### config.mk
export PLATFORM = sky130hd
export DESIGN_NAME = pool2x2_stream
export DESIGN_NICKNAME = d
export VERILOG_FILES = /design/src/rtl/pool_pkg.sv /design/src/rtl/pool_line_buf.sv /design/src/rtl/pool2x2_stream.sv
export SDC_FILE = /design/constraint.sdc
export NUM_CORES = 1
export LEC_CHECK = 0
export CAP_MARGIN = 15
export CORE_UTILIZATION = 35
export CTS_CLUSTER_SIZE = 24
export DETAILED_ROUTE_END_ITERATION = 7
export DONT_BUFFER_PORTS = 1
export GPL_ROUTABILITY_DRIVEN = 0
export PLACE_DENSITY_LB_ADDON = 0.05
export SLEW_MARGIN = 10
export SYNTH_ARGS = -nofsm -noshare
export SYNTH_HDL_FRONTEND = slang
export SYNTH_SLANG_ARGS = --single-unit
### constraint.sdc
create_clock -name clk -period 7.4 [get_ports clk]
set_input_delay 1.48 -clock clk [delete_from_list [all_inputs] [get_ports clk]]
set_output_delay 1.48 -clock clk [all_outputs]
set_load 0.01 [all_outputs]
### src/rtl/pool_pkg.sv
// Shared definitions for the 2x2 stride-2 pooling unit.
//   POOL_MAX / POOL_AVG : encodings of the runtime mode input
//   cnt_w()             : counter/address width for a count of n (at least 1 bit)
//   pool_max()          : larger of two pre-extended operands, signed or unsigned
package pool_pkg;

    localparam logic POOL_MAX = 1'b0;
    localparam logic POOL_AVG = 1'b1;

    // Operands are extended to this width before compare, so one function
    // serves every pixel width up to MAX_W-2 bits.
    localparam int MAX_W = 64;

    function automatic int cnt_w(input int n);
        return (n > 1) ? $clog2(n) : 1;
    endfunction

    function automatic logic [MAX_W-1:0] pool_max(input logic [MAX_W-1:0] a,
                                                  input logic [MAX_W-1:0] b,
                                                  input logic             is_signed);
        if (is_signed)
            return ($signed(a) > $signed(b)) ? a : b;
        return (a > b) ? a : b;
    endfunction

endpackage

### src/rtl/pool_line_buf.sv
// Line buffer holding one horizontal pair result per output column.
//   i_we / i_waddr / i_wdata : write port, used on even rows
//   i_re / i_raddr           : read request, used on odd-row even-column beats
//   o_rdata                  : registered read data, held until the next read
// Contents are not reset; every entry is written before it is read.
module pool_line_buf
    import pool_pkg::*;
#(
    parameter int WIDTH = 17,
    parameter int DEPTH = 16,
    parameter int AW    = cnt_w(DEPTH)
) (
    input  logic             clk,
    input  logic             i_we,
    input  logic [AW-1:0]    i_waddr,
    input  logic [WIDTH-1:0] i_wdata,
    input  logic             i_re,
    input  logic [AW-1:0]    i_raddr,
    output logic [WIDTH-1:0] o_rdata
);

    logic [WIDTH-1:0] r_mem [DEPTH];

    always_ff @(posedge clk) begin
        if (i_we)
            r_mem[i_waddr] <= i_wdata;
        if (i_re)
            o_rdata <= r_mem[i_raddr];
    end

endmodule

### src/rtl/pool2x2_stream.sv
// 2x2 stride-2 max/average pooling over a raster-order pixel stream.
//   clk, rst_n    : clock, synchronous active-low reset
//   mode          : 0 = max, 1 = average; latched on the first pixel of a frame
//   frame_start   : abandons any partial frame; a same-cycle pixel becomes (0,0)
//   data_in       : pixel, accepted when in_valid is high (always ready)
//   data_out      : pooled pixel, held between pulses
//   out_valid     : one-cycle pulse per pooled pixel, one cycle after the beat
//   frame_done    : pulses with the last out_valid of a frame
module pool2x2_stream
    import pool_pkg::*;
#(
    parameter int DATA_W = 16,
    parameter int IMG_W  = 32,
    parameter int IMG_H  = 32,
    parameter int SIGNED = 1
) (
    input  logic              clk,
    input  logic              rst_n,
    input  logic              mode,
    input  logic              frame_start,
    input  logic [DATA_W-1:0] data_in,
    input  logic              in_valid,
    output logic [DATA_W-1:0] data_out,
    output logic              out_valid,
    output logic              frame_done
);

    localparam int PW    = DATA_W + 1;
    localparam int SW    = DATA_W + 2;
    localparam int DEPTH = IMG_W / 2;
    localparam int AW    = cnt_w(DEPTH);
    localparam int CW_W  = cnt_w(IMG_W);
    localparam int RW_W  = cnt_w(IMG_H);

    localparam logic [CW_W-1:0] COL_LAST = CW_W'(IMG_W - 1);
    localparam logic [RW_W-1:0] ROW_LAST = RW_W'(IMG_H - 1);
    localparam logic [CW_W-1:0] COL_END  = CW_W'(2 * (IMG_W / 2) - 1);
    localparam logic [RW_W-1:0] ROW_END  = RW_W'(2 * (IMG_H / 2) - 1);
    localparam logic            SGN      = (SIGNED != 0);

    function automatic logic [MAX_W-1:0] ext_d(input logic [DATA_W-1:0] x);
        return {{(MAX_W-DATA_W){SGN & x[DATA_W-1]}}, x};
    endfunction

    function automatic logic [MAX_W-1:0] ext_p(input logic [PW-1:0] x);
        return {{(MAX_W-PW){SGN & x[PW-1]}}, x};
    endfunction

    logic [CW_W-1:0]   r_col;
    logic [RW_W-1:0]   r_row;
    logic [DATA_W-1:0] r_h;
    logic              r_mode;
    logic [DATA_W-1:0] r_do;
    logic              r_ov;
    logic              r_fd;

    logic [CW_W-1:0]   w_col;
    logic [RW_W-1:0]   w_row;
    logic              w_col_ok;
    logic              w_row_ok;
    logic              w_re;
    logic              w_we;
    logic              w_fire;
    logic              w_last;
    logic [AW-1:0]     w_addr;
    logic [PW-1:0]     w_pair;
    logic [PW-1:0]     w_buf;
    logic [SW-1:0]     w_rsum;
    logic [DATA_W-1:0] w_res;

    // frame_start restarts the position immediately so a same-cycle beat is (0,0)
    assign w_col = frame_start ? '0 : r_col;
    assign w_row = frame_start ? '0 : r_row;

    // The trailing column/row of an odd dimension is counted but never pooled
    assign w_col_ok = ((IMG_W % 2) == 0) || (w_col != COL_LAST);
    assign w_row_ok = ((IMG_H % 2) == 0) || (w_row != ROW_LAST);

    assign w_re   = in_valid & ~w_col[0] & w_col_ok & w_row[0];
    assign w_we   = in_valid &  w_col[0] & w_row_ok & ~w_row[0];
    assign w_fire = in_valid &  w_col[0] & w_row_ok &  w_row[0];
    assign w_last = w_fire && (w_row == ROW_END) && (w_col == COL_END);
    assign w_addr = AW'(w_col >> 1);

    pool_line_buf #(
        .WIDTH (PW),
        .DEPTH (DEPTH),
        .AW    (AW)
    ) u_line_buf (
        .clk     (clk),
        .i_we    (w_we),
        .i_waddr (w_addr),
        .i_wdata (w_pair),
        .i_re    (w_re),
        .i_raddr (w_addr),
        .o_rdata (w_buf)
    );

    // Horizontal pair, then vertical combine with the buffered pair.
    // The 4-pixel average always fits in DATA_W bits, so dropping the two
    // low bits of the DATA_W+2-bit sum is the floor divide in both signednesses.
    always_comb begin
        w_pair = '0;
        w_res  = '0;
        w_rsum = SW'(ext_p(w_buf)) + SW'(ext_p(w_pair));
        if (r_mode == POOL_AVG)
            w_pair = PW'(ext_d(r_h)) + PW'(ext_d(data_in));
        else
            w_pair = PW'(pool_max(ext_d(r_h), ext_d(data_in), SGN));
        w_rsum = SW'(ext_p(w_buf)) + SW'(ext_p(w_pair));
        if (r_mode == POOL_AVG)
            w_res = DATA_W'(w_rsum >> 2);
        else
            w_res = DATA_W'(pool_max(ext_p(w_buf), ext_p(w_pair), SGN));
    end

    // Position counters, holding register and mode latch
    always_ff @(posedge clk) begin
        if (!rst_n) begin
            r_col  <= '0;
            r_row  <= '0;
            r_h    <= '0;
            r_mode <= POOL_MAX;
        end else if (in_valid) begin
            if (w_col == COL_LAST) begin
                r_col <= '0;
                r_row <= (w_row == ROW_LAST) ? '0 : w_row + 1'b1;
            end else begin
                r_col <= w_col + 1'b1;
                r_row <= w_row;
            end
            if (!w_col[0])
                r_h <= data_in;
            if ((w_col == '0) && (w_row == '0))
                r_mode <= mode;
        end else if (frame_start) begin
            r_col <= '0;
            r_row <= '0;
            r_h   <= '0;
        end
    end

    // Output register
    always_ff @(posedge clk) begin
        if (!rst_n) begin
            r_do <= '0;
            r_ov <= 1'b0;
            r_fd <= 1'b0;
        end else begin
            r_ov <= w_fire;
            r_fd <= w_last;
            if (w_fire)
                r_do <= w_res;
        end
    end

    assign data_out   = r_do;
    assign out_valid  = r_ov;
    assign frame_done = r_fd;

endmodule

==> results of run 1 <==
## cells in the final DEF, fill, tap and decap left out, types with 6 or more instances in the layout
master,instances
buf_4,47
o21a_1,7
a21o_1,9
a211o_1,10
a31oi_1,8
nand3_1,6
o21ai_0,35
a22oi_1,145
nor3_1,25
edfxtp_1,289
nor3_2,16
dfxtp_1,44
nand2_1,32
nand2b_1,16
clkbuf_16,40
ha_1,75
mux2i_1,14
nor2_1,71
clkinv_1,10
or4_1,18
xnor2_1,15
a21oi_1,119
xor2_1,9
inv_1,52
nor2b_1,12
and3_1,7
clkbuf_1,10
## critical path, delay by kind of cell
family          cells  cell delay [ns]
simple gates        7             1.96
buf+inv             5             0.97
compound gates      8             1.51
fa+ha+maj           2             0.70
## sequential cells by signal, summed over array words and instances (netlist names)
name,flops
u_line_buf.r_mem,272
u_line_buf.o_rdata,17
data_out,16
r_h,16
r_col,5
r_row,5
frame_done,1
out_valid,1
r_mode,1
## kinds of logic after synthesis
logic type / count (synthesis) / share of synthesized area [%]
flops: 334 / 63.2
compound gates: 380 / 16.8
fa+ha+maj: 76 / 6.32
buf+inv: 119 / 3.09
xor+xnor: 24 / 1.39
mux: 19 / 1.44
simple gates: 232 / 7.79
## routing by layer
metal  part of all wire [%]  vias up
li1                       -     4640
met1                     46     4859
met2                     48      179
met3                    3.9       57
met4                    2.0        0
met5                      0        -
## power by group through the flow
stage / logic (W) / registers [W] / clock network [W]
after global routing: 0.000459 / 0.00211 / 0.00189
final: 0.000411 / 0.00211 / 0.00177
after floorplan: 0.000283 / 0.00215 / 0
after global placement: 0.000412 / 0.00215 / 0
after detailed placement: 0.000411 / 0.00215 / 0
after CTS: 0.000414 / 0.00211 / 0.00182
## cell type report
class	instances	area [um2]
clock buffer	50	1040
clock inverter	22	126
timing repair buffer	47	353
fill	3973	25100
inverter	53	199
multi-input combinational	731	5230
tap	577	722
sequential	334	9580
## final timing paths
| check | start | end | slack (ns) | cells past startpoint |
|---|---|---|---|---|
| max | data_in[11] | data_out[14] | 1.22 | 22 |
| min | r_h[0] | r_h[0] | 0.57 | 2 |
| max reg2reg | r_h[15] | data_out[14] | 1.85 | 21 |
| min reg2reg | r_h[0] | r_h[0] | 0.57 | 2 |
## through the flow
stage,power [W],cell area (um2),std cells
2_1_floorplan,0.00243,15200,1184
3_3_place_gp,0.00256,16100,1742
3_5_place_dp,0.00256,16100,1742
4_1_cts,0.00434,17200,1814
5_1_grt,0.00445,17200,1814
6_report,0.00429,17200,1814
==> flow_summary.json, run 1 <==
{
  "hold_viol_final": 0,
  "drv_cap": 0,
  "drt_pass1_iterations": 5,
  "crit_path_end_kind": "flip-flop",
  "seq_area_frac_synth_pct": 63.2,
  "post-route-period-util_pct": 83.5,
  "yosys.area.top_type": "edfxtp_1",
  "synth_edf_count": 289,
  "num_rows": 75,
  "rsz0062_at_grt": "false",
  "grt_max_degree": 68,
  "synth_area_um2": 15200,
  "cp_cell_sequence": "inv_1, ha_1, a21oi_1, o22ai_1, nor4b_1, a211oi_2, buf_4, or2_1, buf_4, o21ai_0, o21a_1, buf_4, ha_1, nor4_1, nand2_1, or4_1, o211ai_2, or2_1, buf_4, nor2_1, a211o_1, a31oi_1",
  "layout.nets": 1304,
  "syn2layout_area_growth_pct": 13.8,
  "yosysUniqueCellTypes": 69,
  "finClkSkew_ns": 0.0141,
  "startpoint_type": "input pin",
  "die-width_um": 210,
  "crit_arrival_ns": 6.65,
  "cp_slowest_cell": "nor4b_1",
  "synth_nets": 1281,
  "drt_iter0_markers": 728,
  "numClockSinks": 334,
  "drt-total-wl_um": 42800,
  "whs_ns": 0.570,
  "viasPerCell": 5.37,
  "ios": 39,
  "postCtsHoldBufs": 0,
  "grt-busiest-layer": "met2",
  "antenna_left": 0,
  "post_cts_buffers": 0,
  "initial_core_util_pct": 35.8,
  "slew_violations": 0,
  "dpl.hpwl_um": 26100,
  "gr-usage-met2_pct": 33.4,
  "grt_pass1_wl_um": 64300,
  "drc": 0,
  "comb_power_share_pct": 9.6,
  "switchingPower_w": 0.00105,
  "grt_pass1_vias": 9925,
  "overflow": 0,
  "numCtsBuffers": 40,
  "antenna_found_initial": 1,
  "setup_violations": 0,
  "grt_use_met3_pct": 3.56,
  "layout-drive-gt1-share_pct": 11.0,
  "cp.required_ns": 7.87,
  "cts_resized": 0,
  "syn_inst": 1184,
  "seqPwrFrac_pct": 49.1,
  "peakVddDrop_mv": 0.133,
  "antenna_cells": 0,
  "max_freq_mhz": 162,
  "die_area_um2": 44100,
  "post-route-util_pct": 40.7,
  "cts_tree": "yes",
  "synth_common_cells": "289 x edfxtp_1, 145 x a22oi_1, 119 x a21oi_1",
  "clock_latency_ns": 0.56,
  "synth_most_common_cell": "edfxtp_1",
  "worst_slack_ns": 1.22,
  "synth.top_cell.area_share_pct": 57.3,
  "coreArea_um2": 42300,
  "powerDensity_nw_per_um2": 249,
  "grt_use_met1_pct": 25.9,
  "ys_top_cells_by_area": "edfxtp_1 57%, a22oi_1 7.2%, ha_1 6.2%, dfxtp_1 5.9%, a21oi_1 3.9%",
  "cpMostUsedCell": "buf_4",
  "maxSlewHeadroom_pct": 31.5,
  "status": "finished, final reports clean",
  "ys_warn_count": 0,
  "num_vias": 9735,
  "fin_tns_setup_ns": 0,
  "wl_per_cell_um": 23.6,
  "swShare_pct": 24.4,
  "p_leak_nw": 6.04,
  "pre_cts_ws_ns": 0.643,
  "worstHoldPathType": "flip-flop to flip-flop",
  "yosys_most_used_dff": "edfxtp_1",
  "cts_buffer_depth": 3,
  "crit_path_max_incr_delay_ns": 0.66,
  "fp.dieH_um": 210,
  "syn_avg_cell_area_um2": 12.8,
  "crit_type": "input pin to flip-flop",
  "p_int_w": 0.00324,
  "async_flop_share_pct": 0,
  "cts.root.buffer_cell": "clkbuf_16",
  "worstMarginPinSlew_ns": 1.03,
  "ys_ff_latch": 334,
  "io_buffers": 0,
  "grtUsageTotal_pct": 19.7,
  "cp_max_fo": 25,
  "layout_min_cycle_time_ns": 6.18,
  "cts_max_level": 2,
  "clock_power_share_pct": 41.3,
  "path_clk_slew_ns": 0.05
}
Power figures use the tool's default switching activity.
==> run 2, diff against run 1 <==
==> constraint.sdc (replaced) <==
create_clock -name clk -period 5.7 [get_ports clk]
set_input_delay 1.14 -clock clk [delete_from_list [all_inputs] [get_ports clk]]
set_output_delay 1.14 -clock clk [all_outputs]
set_load 0.01 [all_outputs]
==> run 2 against run 1 <==
Critical endpoint is now data_out[2]. Clock power grew 41%. Flip-flop and latch count did not move. Largest cell class unchanged. Sequential share of layout area decreased by 1.6 points. Clock skew is 0.0023 ns higher. Critical path type unchanged.
==> flow_summary.json, run 2 (same netlist as run 1, synthesis figures left out) <==
{
  "status": "finished, final reports clean",
  "postCtsHoldBufs": 0,
  "coreArea_um2": 42300,
  "maxSlewHeadroom_pct": 34.6,
  "grtUsageTotal_pct": 20.1,
  "die_area_um2": 44100,
  "viasPerCell": 5.38,
  "swShare_pct": 23.9,
  "overflow": 0,
  "crit_arrival_ns": 5.56,
  "whs_ns": 0.565,
  "seqCellArea_um2": 9580,
  "path_delay_family": "compound AO/OA/AOI/OAI gates",
  "cts_resized": 0,
  "largest-register": "u_line_buf.r_mem",
  "finClkSkew_ns": 0.0164,
  "numCtsBuffers": 40,
  "reg2reg_from": "r_h[0]",
  "numClockSinks": 334,
  "final_area_um2": 17800,
  "rsz0062_at_grt": "false",
  "die-width_um": 210,
  "min_from": "r_h[13]",
  "worstHoldPathType": "flip-flop to flip-flop",
  "drv_cap": 0,
  "cts_buffer_depth": 3,
  "num_vias": 9991,
  "largest_reg_flops": 272,
  "grt_pass1_vias": 10200,
  "crit_type": "input pin to flip-flop",
  "worst-path-buf-inv": 1,
  "grt_pass1_wl_um": 65300,
  "ios": 39,
  "crit_path_max_incr_delay_ns": 0.49,
  "drc": 0,
  "grt_max_degree": 68,
  "cts.root.buffer_cell": "clkbuf_16",
  "startpoint_type": "input pin",
  "power_w": 0.00584,
  "seqPwrFrac_pct": 47.0,
  "final_common_cell": "edfxtp_1",
  "placed_area_um2": 16500,
  "setup_violations": 0,
  "switchingPower_w": 0.00139,
  "post-route-period-util_pct": 89.1,
  "nFillCells": 3924,
  "fp.dieH_um": 210,
  "antenna_cells": 0,
  "num_rows": 75,
  "multi_input_area_um2": 5250,
  "layout_min_cycle_time_ns": 5.08,
  "wl_per_cell_um": 23.6,
  "antenna_left": 0,
  "powerDensity_nw_per_um2": 329,
  "post_cts_buffers": 0,
  "initial_core_util_pct": 35.8,
  "largestRegisters": "u_line_buf.r_mem: 272 flops, u_line_buf.o_rdata: 17 flops",
  "dpl.hpwl_um": 27100,
  "clock_power_share_pct": 42.8,
  "syn2layout_area_growth_pct": 17.2,
  "drt_pass1_iterations": 5,
  "p_int_w": 0.00445,
  "cp_cell_sequence": "ha_1, fa_1, a21oi_1, o311a_1, o41ai_1, o41a_1, a221o_1, and3_1, a221oi_4, ha_1, nor2_1, nand3_1, or4_1, o211ai_2, or2_1, buf_12, nor2_1, a211o_1, a31oi_1",
  "startpoint": "data_in[0]",
  "crit_path_end_kind": "flip-flop",
  "peakVddDrop_mv": 0.216,
  "drt_iter0_markers": 674,
  "layout_common_cells": "289 x edfxtp_1, 145 x a22oi_1, 119 x a21oi_1",
  "cp.required_ns": 6.18,
  "antenna_found_initial": 0,
  "max_freq_mhz": 197,
  "layout.nets": 1351,
  "io_buffers": 0,
  "clock_latency_ns": 0.56,
  "path_clk_slew_ns": 0.06,
  "drt-total-wl_um": 43900,
  "cts_tree": "yes",
  "comb_power_share_pct": 10.3,
  "r2r_slack_ns": 0.87,
  "hold_viol_final": 0,
  "layout-drive-gt1-share_pct": 14.4,
  "fin_tns_setup_ns": 0,
  "p_leak_nw": 6.34,
  "worstMarginPinSlew_ns": 0.981,
  "cp_slowest_cell": "or4_1",
  "post-route-util_pct": 42.0,
  "cts_max_level": 2,
  "cp_max_fo": 23,
  "slew_violations": 0
}
[run 2: cell count changes in the layout (fill, tap and decap cells not counted), sizes merged]
| cell | delta |
|---|---|
| buf | +47 |
| bufinv | +4 |
| clkinv | -6 |
| clkinvlp | -3 |
| inv | +1 |
[run 2: cell type report]
class,instances,area share (%)
sequential,334,54.0
multi-input combinational,731,29.5
clock buffer,50,5.85
timing repair buffer,94,4.19
tap,577,4.07
clock inverter,18,1.28
inverter,53,1.12
[run 2: worst reg2reg max path: cells and delay by family, from the launching register on]
kind / cells / cell delay (ns)
DFF: 1 / 0.33
adders and majority gates: 3 / 0.91
buffers and inverters: 1 / 0.17
and+or+nand+nor: 6 / 1.13
AOI/OAI and AO/OA: 9 / 2.23
[run 2: routing by layer]
| metal | track usage [%] | wire length, um | part of all wire (%) | vias to the layer above |
|---|---|---|---|---|
| met5 | 0 | 0 | 0 | - |
| met4 | 6.80 | 1240 | 2.8 | 0 |
| met2 | 32.9 | 20700 | 47 | 159 |
| met1 | 27.1 | 20300 | 46 | 5035 |
| met3 | 3.05 | 1590 | 3.6 | 71 |
| li1 | - | - | - | 4726 |
[run 2: per-stage QoR]
stage | worst slack [ns] | cells
2_1_floorplan | 0.0361 | 1184
3_3_place_gp | 0.0599 | 1789
3_5_place_dp | 0.0157 | 1789
4_1_cts | 0.612 | 1857
5_1_grt | 0.320 | 1857
6_report | 0.620 | 1857
[run 2: worst paths after layout]
kind,depth (start not counted),end
worst max-delay path,19,data_out[2]
worst min-delay path,2,r_h[13]
worst min register to register,2,r_h[13]
worst max register to register,19,data_out[2]
[run 2: power by group through the flow]
| stage | clock network, W | registers (W) | logic (W) |
|---|---|---|---|
| 6_report | 0.00250 | 0.00274 | 0.000599 |
| 5_1_grt | 0.00266 | 0.00274 | 0.000667 |
| 4_1_cts | 0.00258 | 0.00274 | 0.000607 |
| 3_5_place_dp | 0 | 0.00279 | 0.000603 |
| 3_3_place_gp | 0 | 0.00279 | 0.000602 |
| 2_1_floorplan | 0 | 0.00279 | 0.000371 |
